File: src/rtl/sd_crc16_check.sv
// Receive-side CRC-16 checker for the SPI SD data path.
// Takes BLOCK_LEN data bytes and runs them through a bit-serial CRC-16, MSB first.
// It then captures the two CRC bytes sent by the card and reports whether they match.
module sd_crc16_check #(
  parameter int          BLOCK_LEN = 512,
  parameter logic [15:0] POLY      = 16'h1021,
  parameter logic [15:0] CRC_INIT  = 16'h0000
) (
  input  logic        clk,
  input  logic        rst,
  input  logic        start_i,
  input  logic [7:0]  din_i,
  input  logic        din_valid_i,
  output logic        din_ready_o,
  output logic        busy_o,
  output logic [15:0] crc_calc_o,
  output logic [15:0] crc_rx_o,
  output logic        done_o,
  output logic        crc_ok_o,
  output logic        crc_err_o
);

  typedef enum logic [2:0] {
    S_IDLE    = 3'd0,
    S_WAIT_D  = 3'd1,
    S_SHIFT   = 3'd2,
    S_WAIT_CH = 3'd3,
    S_WAIT_CL = 3'd4,
    S_CMP     = 3'd5
  } state_t;

  localparam logic [11:0] BLOCK_LEN_C = 12'(BLOCK_LEN);

  state_t      state_q, state_d;
  logic [15:0] crc_q, crc_d;
  logic [15:0] crc_rx_q, crc_rx_d;
  logic [7:0]  sh_q, sh_d;
  logic [2:0]  bit_cnt_q, bit_cnt_d;
  logic [11:0] byte_cnt_q, byte_cnt_d;
  logic        din_ready_q, din_ready_d;
  logic        busy_q, busy_d;
  logic        done_q, done_d;
  logic        ok_q, ok_d;
  logic        err_q, err_d;

  logic        xfer;
  logic        last_bit;
  logic        fb;
  logic [15:0] crc_step;
  logic [11:0] byte_cnt_inc;

  // A byte moves only when both sides agree; the ready side is registered.
  assign xfer         = din_valid_i & din_ready_q;
  assign last_bit     = (bit_cnt_q == 3'd7);
  assign byte_cnt_inc = byte_cnt_q + 12'd1;
  assign fb           = crc_q[15] ^ sh_q[7];
  assign crc_step     = {crc_q[14:0], 1'b0} ^ (fb ? POLY : 16'h0000);

  // State register.
  always_ff @(posedge clk or posedge rst) begin
    if (rst) begin
      state_q <= S_IDLE;
    end else begin
      state_q <= state_d;
    end
  end

  // Next-state logic; start re-arms from any state and beats a same-cycle transfer.
  always_comb begin
    state_d = state_q;
    if (start_i) begin
      state_d = S_WAIT_D;
    end else begin
      case (state_q)
        S_IDLE:    state_d = S_IDLE;
        S_WAIT_D:  if (xfer) state_d = S_SHIFT;
        S_SHIFT:   if (last_bit) state_d = (byte_cnt_inc == BLOCK_LEN_C) ? S_WAIT_CH : S_WAIT_D;
        S_WAIT_CH: if (xfer) state_d = S_WAIT_CL;
        S_WAIT_CL: if (xfer) state_d = S_CMP;
        S_CMP:     state_d = S_IDLE;
        default:   state_d = S_IDLE;
      endcase
    end
  end

  // Output and datapath next values, keyed on the current state.
  always_comb begin
    crc_d       = crc_q;
    crc_rx_d    = crc_rx_q;
    sh_d        = sh_q;
    bit_cnt_d   = bit_cnt_q;
    byte_cnt_d  = byte_cnt_q;
    busy_d      = busy_q;
    ok_d        = ok_q;
    err_d       = err_q;
    done_d      = 1'b0;
    din_ready_d = (state_d == S_WAIT_D) || (state_d == S_WAIT_CH) || (state_d == S_WAIT_CL);
    if (start_i) begin
      crc_d      = CRC_INIT;
      byte_cnt_d = 12'd0;
      ok_d       = 1'b0;
      err_d      = 1'b0;
      busy_d     = 1'b1;
    end else begin
      case (state_q)
        S_WAIT_D: begin
          if (xfer) begin
            sh_d      = din_i;
            bit_cnt_d = 3'd0;
          end
        end
        S_SHIFT: begin
          crc_d     = crc_step;
          sh_d      = {sh_q[6:0], 1'b0};
          bit_cnt_d = bit_cnt_q + 3'd1;
          if (last_bit) byte_cnt_d = byte_cnt_inc;
        end
        S_WAIT_CH: if (xfer) crc_rx_d[15:8] = din_i;
        S_WAIT_CL: if (xfer) crc_rx_d[7:0] = din_i;
        S_CMP: begin
          done_d = 1'b1;
          ok_d   = (crc_q == crc_rx_q);
          err_d  = (crc_q != crc_rx_q);
          busy_d = 1'b0;
        end
        default: ;
      endcase
    end
  end

  // Datapath and output registers.
  always_ff @(posedge clk or posedge rst) begin
    if (rst) begin
      crc_q       <= CRC_INIT;
      crc_rx_q    <= 16'h0000;
      sh_q        <= 8'h00;
      bit_cnt_q   <= 3'd0;
      byte_cnt_q  <= 12'd0;
      din_ready_q <= 1'b0;
      busy_q      <= 1'b0;
      done_q      <= 1'b0;
      ok_q        <= 1'b0;
      err_q       <= 1'b0;
    end else begin
      crc_q       <= crc_d;
      crc_rx_q    <= crc_rx_d;
      sh_q        <= sh_d;
      bit_cnt_q   <= bit_cnt_d;
      byte_cnt_q  <= byte_cnt_d;
      din_ready_q <= din_ready_d;
      busy_q      <= busy_d;
      done_q      <= done_d;
      ok_q        <= ok_d;
      err_q       <= err_d;
    end
  end

  assign din_ready_o = din_ready_q;
  assign busy_o      = busy_q;
  assign crc_calc_o  = crc_q;
  assign crc_rx_o    = crc_rx_q;
  assign done_o      = done_q;
  assign crc_ok_o    = ok_q;
  assign crc_err_o   = err_q;

endmodule
File: config.mk
export PLATFORM = sky130hd
export DESIGN_NAME = sd_crc16_check
export DESIGN_NICKNAME = d
export VERILOG_FILES = /design/src/rtl/sd_crc16_check.sv
export SDC_FILE = /design/constraint.sdc
export NUM_CORES = 1
export LEC_CHECK = 0
export BUFFER_PORTS_ARGS = -buffer_cell sky130_fd_sc_hd__buf_2
export CAP_MARGIN = 30
export CORE_MARGIN = 2
export CORE_UTILIZATION = 50
export DETAILED_ROUTE_END_ITERATION = 8
export PLACE_DENSITY = 0.8
export SYNTH_ARGS = -nofsm -noshare
export SYNTH_HDL_FRONTEND = slang
export SYNTH_SLANG_ARGS = --single-unit
export TNS_END_PERCENT = 1
File: constraint.sdc
create_clock -name clk -period 1.6 [get_ports clk]
set_input_delay 0.08 -clock clk [delete_from_list [all_inputs] [get_ports clk]]
set_output_delay 0.08 -clock clk [all_outputs]
set_load 0.01 [all_outputs]
After elaboration in Yosys (flattened, before gate mapping)
Index checks and enable logic that the tools add are counted.
{ "op_classes": {"n_mul": 0, "shift": 0, "div": 0, "n_eq_ne": 13, "n_mux": 25, "n_lt_le_gt_ge": 0, "n_bitwise": 4, "reduce_logical": 10, "n_addsub": 2} }
{ "op_table": {"columns": ["op", "n"], "rows": [
  ["2-to-1 mux 12 bit", 3],
  ["2-to-1 mux 16 bit", 2],
  ["2-to-1 mux 3 bit", 6],
  ["== test 16 bit", 1],
  ["!= test 16 bit", 1],
  ["one-hot mux 8 bit (2 select lines)", 1],
  ["XOR 16 x 13 -> 16 bit", 1],
  ["2-to-1 mux 13 bit", 1],
  ["adder 12 x 1 -> 12 bit (second input constant)", 1],
  ["== test 12 x 10 -> 1 bit (second input constant)", 1],
  ["== test 3 bit (second input constant)", 4],
  ["one-hot mux 3 bit (4 select lines)", 1],
  ["== test 3 x 2 -> 1 bit (second input constant)", 3],
  ["AND reduction 3 bit", 3],
  ["2-to-1 mux 1 bit", 8],
  ["2-to-1 mux 8 bit", 1],
  ["nonzero test 2 bit", 4],
  ["== test 3 x 1 -> 1 bit (second input constant)", 2],
  ["one-hot mux 3 bit (2 select lines)", 1],
  ["adder 3 x 1 -> 3 bit (second input constant)", 1],
  ["logical OR 1 bit", 2],
  ["2-to-1 mux 2 bit", 1],
  ["!= test 2 bit (second input constant)", 1],
  ["AND reduction 2 bit", 1],
  ["other kinds (3)", 3]
]} }
{ "totals": {"mem_bits_ro": 0, "latchBits": 0, "ram_bits": 0, "mem_count": 0, "in_bits": 12, "ff_bits": 63, "out_inout_bits": 37, "wordCells": 66} }

Depth between registers and ports, before layout
Gate-level depths: netlist of the first run.
{ "depth": {"depth_word": 9, "ltp_mapped": 7, "depth_no_buf": 7} }

Worst setup path after synthesis of the first run
OpenSTA, ideal clock, no wires.
{ "synth_timing": {"path_type": "register -> register", "start": "reg byte_cnt_q[0]", "end": "reg state_q[1]", "setup_time_ns": 0.095, "path_slack_ns": -0.163, "n_path_buf": 1, "arrival_time_ns": 1.668, "period_less_slack_ns": 1.763, "stages_incl_launch_ff": 8, "t_required_ns": 1.505, "cell_sequence": "dfrtp_1 > ha_1 > and2_1 > buf_2 > nor4bb_1 > o21ai_0 > a211o_1 > o31ai_1"} }
{ "synth_via": {"elab_chain_cells": 6} }
{ "synth_lines": {"columns": ["element", "line_no", "rtl"], "rows": [
  ["from (decl)", "39", "logic [11:0] byte_cnt_q, byte_cnt_d;"],
  ["from (signal assigned)", "149", "byte_cnt_q <= byte_cnt_d;"],
  ["adder 12 x 1 -> 12 bit", "55", "assign byte_cnt_inc = byte_cnt_q + 12'd1;"],
  ["== test 12 x 10 -> 1 bit", "77", "S_SHIFT: if (last_bit) state_d = (byte_cnt_inc == BLOCK_LEN_C) ? S_WAIT_CH : S_WAIT_D;"],
  ["2-to-1 mux 2 bit", "77", null],
  ["2-to-1 mux 3 bit", "77", null],
  ["one-hot mux 3 bit (4 select lines)", "74", "case (state_q)"],
  ["2-to-1 mux 3 bit", "71", "if (start_i) begin"],
  ["via state_d[1]", "34", "state_t state_q, state_d;"],
  ["to (signal assigned)", "64", "state_q <= state_d;"],
  ["to (decl)", "34", null]
]} }
The timed path passes the listed nets, and every way through them passes these cells.
A chain may end at the register's enable or synchronous reset.

Final worst setup path of the first run
Ends and elaborated chain as after synthesis.

==> results of run 1 <==
report_power, final:
part	leakage, nW	internal [W]	switching (W)
clock network	0.109	0.000927	0.000669
logic	1.07	0.000454	0.000507
registers	0.828	0.00183	0.000184
total	2.00	0.00321	0.00136
cell type report:
type	count	area share [%]
clock buffers	10	3.42
clock inverters	6	2.30
inverters	4	0.373
multi-input cells	224	36.7
flip-flops and latches	63	39.2
well taps	75	2.33
repair buffers	94	15.7
kinds of logic (layout without fill, tap and decap cells):
logic type / after synthesis / count (layout) / synth area share (%)
simple gates: 120 / 120 / 18.7
buf+inv: 19 / 114 / 2.93
compound gates: 51 / 51 / 10.1
xor+xnor: 31 / 31 / 8.82
mux: 18 / 18 / 6.55
fa+ha+maj: 4 / 4 / 1.63
flops: 63 / 63 / 51.2
sequential cells by signal, indices dropped and copies added (netlist names):
register / count
din_ready_o: 1
busy_o: 1
bit_cnt_q: 3
byte_cnt_q: 12
crc_ok_o: 1
crc_rx_o: 16
done_o: 1
state_q: 3
crc_err_o: 1
crc_calc_o: 16
sh_q: 8
worst max-delay path by stage:
stage	start	to	cells after the start
finish	byte_cnt_q[0]	state_q[1]	6
global route	byte_cnt_q[1]	state_q[1]	6
CTS	byte_cnt_q[1]	state_q[1]	6
detailed placement	byte_cnt_q[1]	state_q[1]	6
global placement	byte_cnt_q[0]	state_q[1]	6
floorplan	state_q[0]	byte_cnt_q[10]	7
routing by layer:
metal	GRT usage, %	vias to the layer above	share of wire (%)
met2	39.3	85	51
li1	-	1220	-
met4	9.50	0	2.1
met3	4.78	17	5.4
met1	29.8	1278	41
met5	0	-	0
repair_timing:
action	in CTS	in global routing
hold buffers	3	1
setup endpoints to repair	6	23
pin swaps	2	3
hold endpoints to repair	24	1
gates resized for setup	5	10
buffers inserted	1	0
stage by stage:
step           cells  power (W)
2_1_floorplan    306    0.00260
3_3_place_gp     455    0.00291
3_5_place_dp     455    0.00295
4_1_cts          475    0.00454
5_1_grt          476    0.00481
6_report         476    0.00457
layout by cell type (no fill, tap or decap), types with 3 or more instances in the layout:
master,n
buf_4,39
dlygate4sd3_1,4
xor2_1,27
xnor2_1,4
a31oi_1,7
nor3_1,3
nor3_2,3
nor4_2,3
and2_1,4
mux2_2,17
nor2_1,26
a21oi_1,20
nand2_1,54
nand4_1,4
nor2b_1,3
dfrtp_1,63
buf_2,48
nand3_1,5
buf_12,3
clkbuf_8,10
o21ai_0,9
==> flow_metrics.tcl, run 1 <==
set metrics [dict create \
    antenna_left 0 \
    synthArstFlopShare_pct 100 \
    crit_path_cell_trace "ha_2, and2_4, nor3_2, o21ai_1, a211o_1, o31ai_1" \
    grt.overflow.total 0 \
    fin_tns_setup_ps -55.7 \
    leakage_nw 2.00 \
    rows 28 \
    min_period_over_period_pct 103 \
    drc 0 \
    max_stage_delay_ps 420 \
    htree_levels 3 \
    path_clk_slew_ps 80 \
    r2r_start "byte_cnt_q[0]" \
    crit_fanout 6 \
    peakVddDrop_mv 0.806 \
    seq_area_um2 1580 \
    routedWlPerCell_um 16.0 \
    synth.distinct_cells 43 \
    vias 2600 \
    crit_path_end_kind "register" \
    maxCapViolCount 0 \
    drt_iter0_drc 178 \
    place_ws_ps -125 \
    worstPathRequired_ps 1850 \
    synthFlopType "dfrtp_1" \
    yosys-top-cells-count "dfrtp_1 (63), nand2_1 (55), xor2_1 (27), nor2_1 (26), a21oi_1 (20)" \
    crit_type "reg -> reg" \
    ys_ff_latch 63 \
    nNetsFinal 412 \
    vias_per_cell 5.46 \
    area_growth_pct 30.9 \
    yosysMostFrequentCell "dfrtp_1" \
    worst_pin_slew_ps 492 \
    drv_slew 0 \
    insertion_delay_ps 350 \
    syn-cell-area_um2 3080 \
    cp_num_buf_inv 0 \
    clock-sinks 63 \
    synth_edf_count 0 \
    cts_root_buf "clkbuf_8" \
    synthCells 306 \
    reg2reg_setup_slack_ps -60 \
    grt_use_total_pct 23.5 \
    cp_slowest_cell "dfrtp_1" \
    placedInstanceArea_um2 3680 \
    final_hold_viol_count 0 \
    syn_nets 322 \
    yosys_warnings 0 \
    die_w_um 82.4 \
    synth_area_leaders "dfrtp_1 (51%), xor2_1 (7.7%), nand2_1 (6.7%)" \
    grt_pass1_vias 2449 \
    holdPathStages 2 \
    die_area_um2 6800 \
    arrival_ps 1900 \
    core_um2 5920 \
    place_congestion 0.926 \
    violations "setup timing" \
    p_per_area_nw_per_um2 1140 \
    whs_ps 12.3 \
    post-route-min-period_ps 1660 \
    r2r_cells 6 \
    dr.pass1.iters 4 \
    grt_max_degree 25 \
    antenna_found_initial 0 \
    startpoint_type "register" \
    setup_viol 1 \
    fmax_ghz 0.604 \
    avgSynthCellArea_um2 10.1 \
    fin_skew_ps 10.5 \
    worstHoldEndpoint "crc_rx_o[13]" \
    final_area_um2 4030 \
    rsz0062_at_grt "yes" \
    wirelength_um 7600 \
    clock_path_buffers 2 \
    path_delay_family "compound AO/OA/AOI/OAI gates" \
    nFillCells 423 \
    cts_buffers 9 \
    yosysTopAreaCell "dfrtp_1" \
    min_from "din_i[5]" \
    hpwl_um 5220 \
    pin_count 49 \
    utilization_pct 68.0 \
    grt_pass1_wl_um 11800 \
    fin_ws_ps -55.7 \
    cts_tree "done" \
    slew_headroom_pct 67.1 \
    io_buffers 48 \
    start_util_pct 52.0 \
    diodes 0 \
    multi_input_area_um2 1480 \
    netlist.area_leader.share_pct 51.2 \
    ys_seq_area_share_pct 51.2 \
    rr_endpoint "state_q[1]" \
    status "complete, but fails checks" \
    drive_gt1_share_pct 35.4 \
    hold_path.class "in -> reg" \
    die_y_um 82.4 \
]
(Power assumes the default switching activity.)
==> run 2: changes to the inputs <==
--- a/config.mk
+++ b/config.mk
@@ -9,6 +9,7 @@
 export CAP_MARGIN = 30
 export CORE_MARGIN = 2
 export CORE_UTILIZATION = 50
+export CTS_BUF_LIST = sky130_fd_sc_hd__clkbuf_16
 export DETAILED_ROUTE_END_ITERATION = 8
 export PLACE_DENSITY = 0.8
 export SYNTH_ARGS = -nofsm -noshare
==> flow_metrics.tcl, run 2 (synthesized netlist as in run 1, its figures left out) <==
set metrics [dict create \
    status "complete, but fails checks" \
    violations "setup timing" \
    grt_pass1_vias 2447 \
    stdcell_count 473 \
    cp_slowest_cell "dfrtp_1" \
    min_period_over_period_pct 105 \
    clock-sinks 63 \
    placed_cells 455 \
    path_clk_slew_ps 50 \
    rsz0062_at_grt "yes" \
    io_buffers 48 \
    final_cell_mix "dfrtp_1 (63), nand2_1 (54), buf_2 (48), buf_4 (39), xor2_1 (27)" \
    arrival_ps 1910 \
    pin_count 49 \
    utilization_pct 69.3 \
    routedWlPerCell_um 17.0 \
    p_int_w 0.00365 \
    rows 28 \
    peakVddDrop_mv 0.869 \
    fmax_ghz 0.593 \
    fin_tns_setup_ps -116 \
    area_growth_pct 33.3 \
    crit_fanout 4 \
    crit_type "reg -> reg" \
    dr.pass1.iters 4 \
    fin_ws_ps -86.9 \
    cts_root_buf "clkbuf_16" \
    p_per_area_nw_per_um2 1240 \
    die_y_um 82.4 \
    comb_power_share_pct 19.3 \
    cts_buffers 9 \
    cp_num_buf_inv 1 \
    core_um2 5920 \
    p_clk_share_pct 40.8 \
    vias_per_cell 5.50 \
    vias 2601 \
    diodes 0 \
    leakage_nw 2.03 \
    die_w_um 82.4 \
    p_seq_share_pct 39.9 \
    drt_iter0_drc 153 \
    grt.overflow.total 0 \
    grt_max_degree 25 \
    clock_path_buffers 2 \
    antenna_left 0 \
    place_congestion 0.926 \
    power_w 0.00509 \
    insertion_delay_ps 330 \
    hold_path.class "in -> reg" \
    drive_gt1_share_pct 36.4 \
    fin_skew_ps 7.36 \
    final_common_cell "dfrtp_1" \
    setup_viol 3 \
    maxCapViolCount 0 \
    grt_use_total_pct 24.6 \
    drc 0 \
    crit_path_cell_trace "ha_2, buf_4, nor2_1, o21ai_0, a2bb2oi_1, a211o_1, o31ai_1" \
    final_hold_viol_count 0 \
    crit_path_end_kind "register" \
    worstPathRequired_ps 1820 \
    htree_levels 3 \
    slew_headroom_pct 68.0 \
    place_ws_ps -125 \
    drv_slew 0 \
    max_stage_delay_ps 410 \
    nNetsFinal 409 \
    path_delay_family "compound AO/OA/AOI/OAI gates" \
    net-switching-power_w 0.00144 \
    switching_share_pct 28.2 \
    start_util_pct 52.0 \
    worst_pin_slew_ps 479 \
    antenna_found_initial 0 \
    hpwl_um 5220 \
    wirelength_um 8030 \
    post-route-min-period_ps 1690 \
    startpoint_type "register" \
    cts_tree "done" \
    grt_pass1_wl_um 12200 \
    die_area_um2 6800 \
]
-- run 2: cell types whose count changed in the layout (fill, tap and decap cells not counted), sizes merged --
cell,change
clkbuf,-1
clkinv,+1
dlygate4sd3,-3
-- run 2: layout make-up --
| type | instances | area [µm²] |
|---|---|---|
| Fill cell | 415 | 1820 |
| Clock buffer | 9 | 225 |
| Tap cell | 75 | 93.8 |
| Clock inverter | 7 | 96.3 |
| Inverter | 4 | 17.5 |
| Timing Repair Buffer | 91 | 603 |
| Multi-Input combinational cell | 224 | 1490 |
| Sequential cell | 63 | 1580 |
-- run 2: worst paths after layout --
path	cells after the start	to	slack [ps]	from
worst min-delay path	2	crc_rx_o[12]	20	din_i[4]
worst max register to register	7	state_q[1]	-90	byte_cnt_q[1]
worst min register to register	1	busy_o	500	busy_o
min in group asynchronous	3	busy_o	320	rst
worst max-delay path	7	state_q[1]	-90	byte_cnt_q[1]
max in group asynchronous	4	crc_calc_o[5]	650	rst
-- run 2: worst reg2reg max path: cells and delay by family, from the launching register on --
kind | cells | cell delay (ps)
buf+inv | 1 | 130
compound gates | 4 | 770
fa+ha+maj | 1 | 210
simple gates | 1 | 70
flops | 1 | 410
-- run 2: stage by stage --
| stage | hold slack [ps] | cell area, µm² |
|---|---|---|
| detailed placement | 131 | 3680 |
| finish | 25.0 | 4100 |
| global placement | 122 | 3680 |
| floorplan | 230 | 3080 |
| global route | 21.1 | 4100 |
| CTS | 13.1 | 4030 |
-- run 2: what timing repair did --
item,CTS,global route
hold endpoints to repair,20,0
cloned,0,0
buffers inserted,0,1
pin swaps,1,11
endpoints found under the setup margin,7,25
resized for setup,5,15
hold buffers,1,0
-- run 2: power groups by stage --
stage	Combinational (W)	Clock (W)	Sequential [W]
global placement	0.000872	0	0.00204
finish	0.000983	0.00208	0.00203
global route	0.00109	0.00219	0.00206
CTS	0.000923	0.00210	0.00203
floorplan	0.000517	0	0.00208
detailed placement	0.000900	0	0.00205
-- run 2: layer usage --
metal / vias to the layer above / part of all wire [%] / global-route usage [%] / wire length, µm
met5: - / 0 / 0 / 0
li1: 1221 / - / - / -
met3: 9 / 4.3 / 4.78 / 345
met2: 73 / 53 / 42.3 / 4280
met4: 0 / 1.2 / 10.2 / 100
met1: 1298 / 41 / 30.1 / 3310
==> run 3: changes to the inputs <==
==> config.mk (replaced) <==
export PLATFORM = sky130hd
export DESIGN_NAME = sd_crc16_check
export DESIGN_NICKNAME = d
export VERILOG_FILES = /design/src/rtl/sd_crc16_check.sv
export SDC_FILE = /design/constraint.sdc
export NUM_CORES = 1
export LEC_CHECK = 0
export CAP_MARGIN = 30
export CORE_UTILIZATION = 50
export CTS_BUF_LIST = sky130_fd_sc_hd__clkbuf_16
export DETAILED_ROUTE_END_ITERATION = 8
export DONT_BUFFER_PORTS = 1
export PLACE_DENSITY = 0.73
export SYNTH_ARGS = -nofsm -noshare
export SYNTH_HDL_FRONTEND = slang
export SYNTH_SLANG_ARGS = --single-unit
export TNS_END_PERCENT = 1
==> flow_metrics.tcl, run 3 (synthesized netlist as in run 1, its figures left out) <==
set metrics [dict create \
    die_y_um 80.4 \
    crit_fanout 5 \
    fin_tns_setup_ps -33.9 \
    leakage_nw 1.94 \
    crit_type "reg -> reg" \
    nNetsFinal 390 \
    p_int_w 0.00351 \
    setup_viol 1 \
    post-route-min-period_ps 1630 \
    path_clk_slew_ps 50 \
    cts_root_buf "clkbuf_16" \
    dr.pass1.iters 4 \
    p_seq_share_pct 41.6 \
    p_clk_share_pct 37.9 \
    drv_slew 0 \
    stdcell_count 454 \
    net-switching-power_w 0.00137 \
    wirelength_um 7730 \
    slew_headroom_pct 70.1 \
    rsz0062_at_grt "yes" \
    clock-sinks 63 \
    power_w 0.00488 \
    min_period_over_period_pct 102 \
    clock_path_buffers 2 \
    vias 2509 \
    max_stage_delay_ps 400 \
    crit_path_end_kind "register" \
    rows 28 \
    antenna_found_initial 0 \
    routedWlPerCell_um 17.0 \
    comb_power_share_pct 20.6 \
    maxCapViolCount 0 \
    worst_pin_slew_ps 446 \
    antenna_left 0 \
    placedInstanceArea_um2 3600 \
    worstPathRequired_ps 1830 \
    crit_path_cell_trace "ha_2, and2_4, buf_4, a211oi_1, a41oi_1, o31ai_1" \
    utilization_pct 69.1 \
    drc 0 \
    hold_path.class "in -> reg" \
    die_area_um2 6470 \
    cts_tree "done" \
    p_per_area_nw_per_um2 1190 \
    arrival_ps 1870 \
    grt_pass1_wl_um 12300 \
    r2r_cells 6 \
    whs_ps -7.81 \
    peakVddDrop_mv 0.955 \
    grt_pass1_vias 2529 \
    startpoint_type "register" \
    htree_levels 3 \
    die_w_um 80.4 \
    pin_count 49 \
    vias_per_cell 5.53 \
    cts_buffers 9 \
    nFillCells 455 \
    place_congestion 0.838 \
    cp_slowest_cell "dfrtp_1" \
    grt_max_degree 64 \
    core_um2 5920 \
    io_buffers 0 \
    final_common_cell "dfrtp_1" \
    holdPathStages 2 \
    final_area_um2 4090 \
    start_util_pct 52.0 \
    placed_cells 424 \
    violations "hold timing, setup timing" \
    area_growth_pct 33.0 \
    insertion_delay_ps 330 \
    grt_use_total_pct 25.8 \
    drive_gt1_share_pct 29.6 \
    fin_skew_ps 3.78 \
    switching_share_pct 28.1 \
    final_hold_viol_count 1 \
    hpwl_um 4960 \
    grt.overflow.total 0 \
    final_cell_mix "dfrtp_1 (63), buf_4 (57), nand2_1 (54), xor2_1 (27), nor2_1 (24)" \
    fin_ws_ps -33.9 \
    status "complete, but fails checks" \
    fmax_ghz 0.612 \
    drt_iter0_drc 175 \
    diodes 0 \
]
-- run 3: cell types whose count changed in the layout (fill, tap and decap cells not counted), moves of 2 or more --
cell	delta
dlygate4sd3_1	+8
nor2_2	+2
buf_2	-48
buf_12	+3
buf_4	+18
clkinvlp_4	-2
clkinv_1	+4
nor2_1	-2
-- run 3: repair_timing --
item	4_1_cts	5_1_grt
hold buffers	10	0
gates resized for setup	9	11
endpoints found under the setup margin	8	21
hold endpoints to repair	121	0
pin swaps	2	8
buffers inserted	4	0
-- run 3: routing by layer --
layer	vias up	wire [µm]	GRT usage, %
li1	1180	-	-
met1	1246	3030	30.6
met2	70	4110	44.9
met3	13	482	7.16
met4	0	114	8.57
met5	-	0	0
-- run 3: power groups by stage --
stage	clock [W]	combinational, W	sequential [W]
2_1_floorplan	0	0.000517	0.00208
6_report	0.00185	0.00101	0.00203
5_1_grt	0.00194	0.00110	0.00206
3_3_place_gp	0	0.000877	0.00204
4_1_cts	0.00187	0.000977	0.00203
3_5_place_dp	0	0.000905	0.00205
-- run 3: metrics by stage --
step | hold slack, ps | worst slack (ps)
floorplan | 230 | -123
global placement | 59.6 | -63.5
CTS | 1.53 | -10.9
detailed placement | 58.0 | -117
finish | -7.81 | -33.9
global route | 14.9 | -77.5
-- run 3: worst max-delay path: cells and delay by family (launching register included) --
kind	cells	cell delay [ps]
adder cells (fa/ha/maj)	1	200
AND/OR/NAND/NOR	1	170
flip-flops	1	400
buffers and inverters	1	140
AO/OA/AOI/OAI	3	630
-- run 3: cell type report --
cell class              instances  area [µm²]  area share (%)
clock buffers                   9         225            5.50
clock inverters                 7        53.8            1.31
inverters                       4        15.0           0.367
multi-input cells             224        1490            36.4
flip-flops and latches         63        1580            38.5
well taps                      75        93.8            2.29
repair buffers                 72         638            15.6
-- run 3: final timing paths --
kind	start	slack [ps]	endpoint
worst min register to register	sh_q[0]	520	sh_q[0]
worst min-delay path	din_i[0]	-8	sh_q[0]
worst max register to register	byte_cnt_q[0]	-30	state_q[1]
max in group asynchronous	rst	1050	din_ready_o
min in group asynchronous	rst	260	crc_calc_o[9]
worst max-delay path	byte_cnt_q[0]	-30	state_q[1]
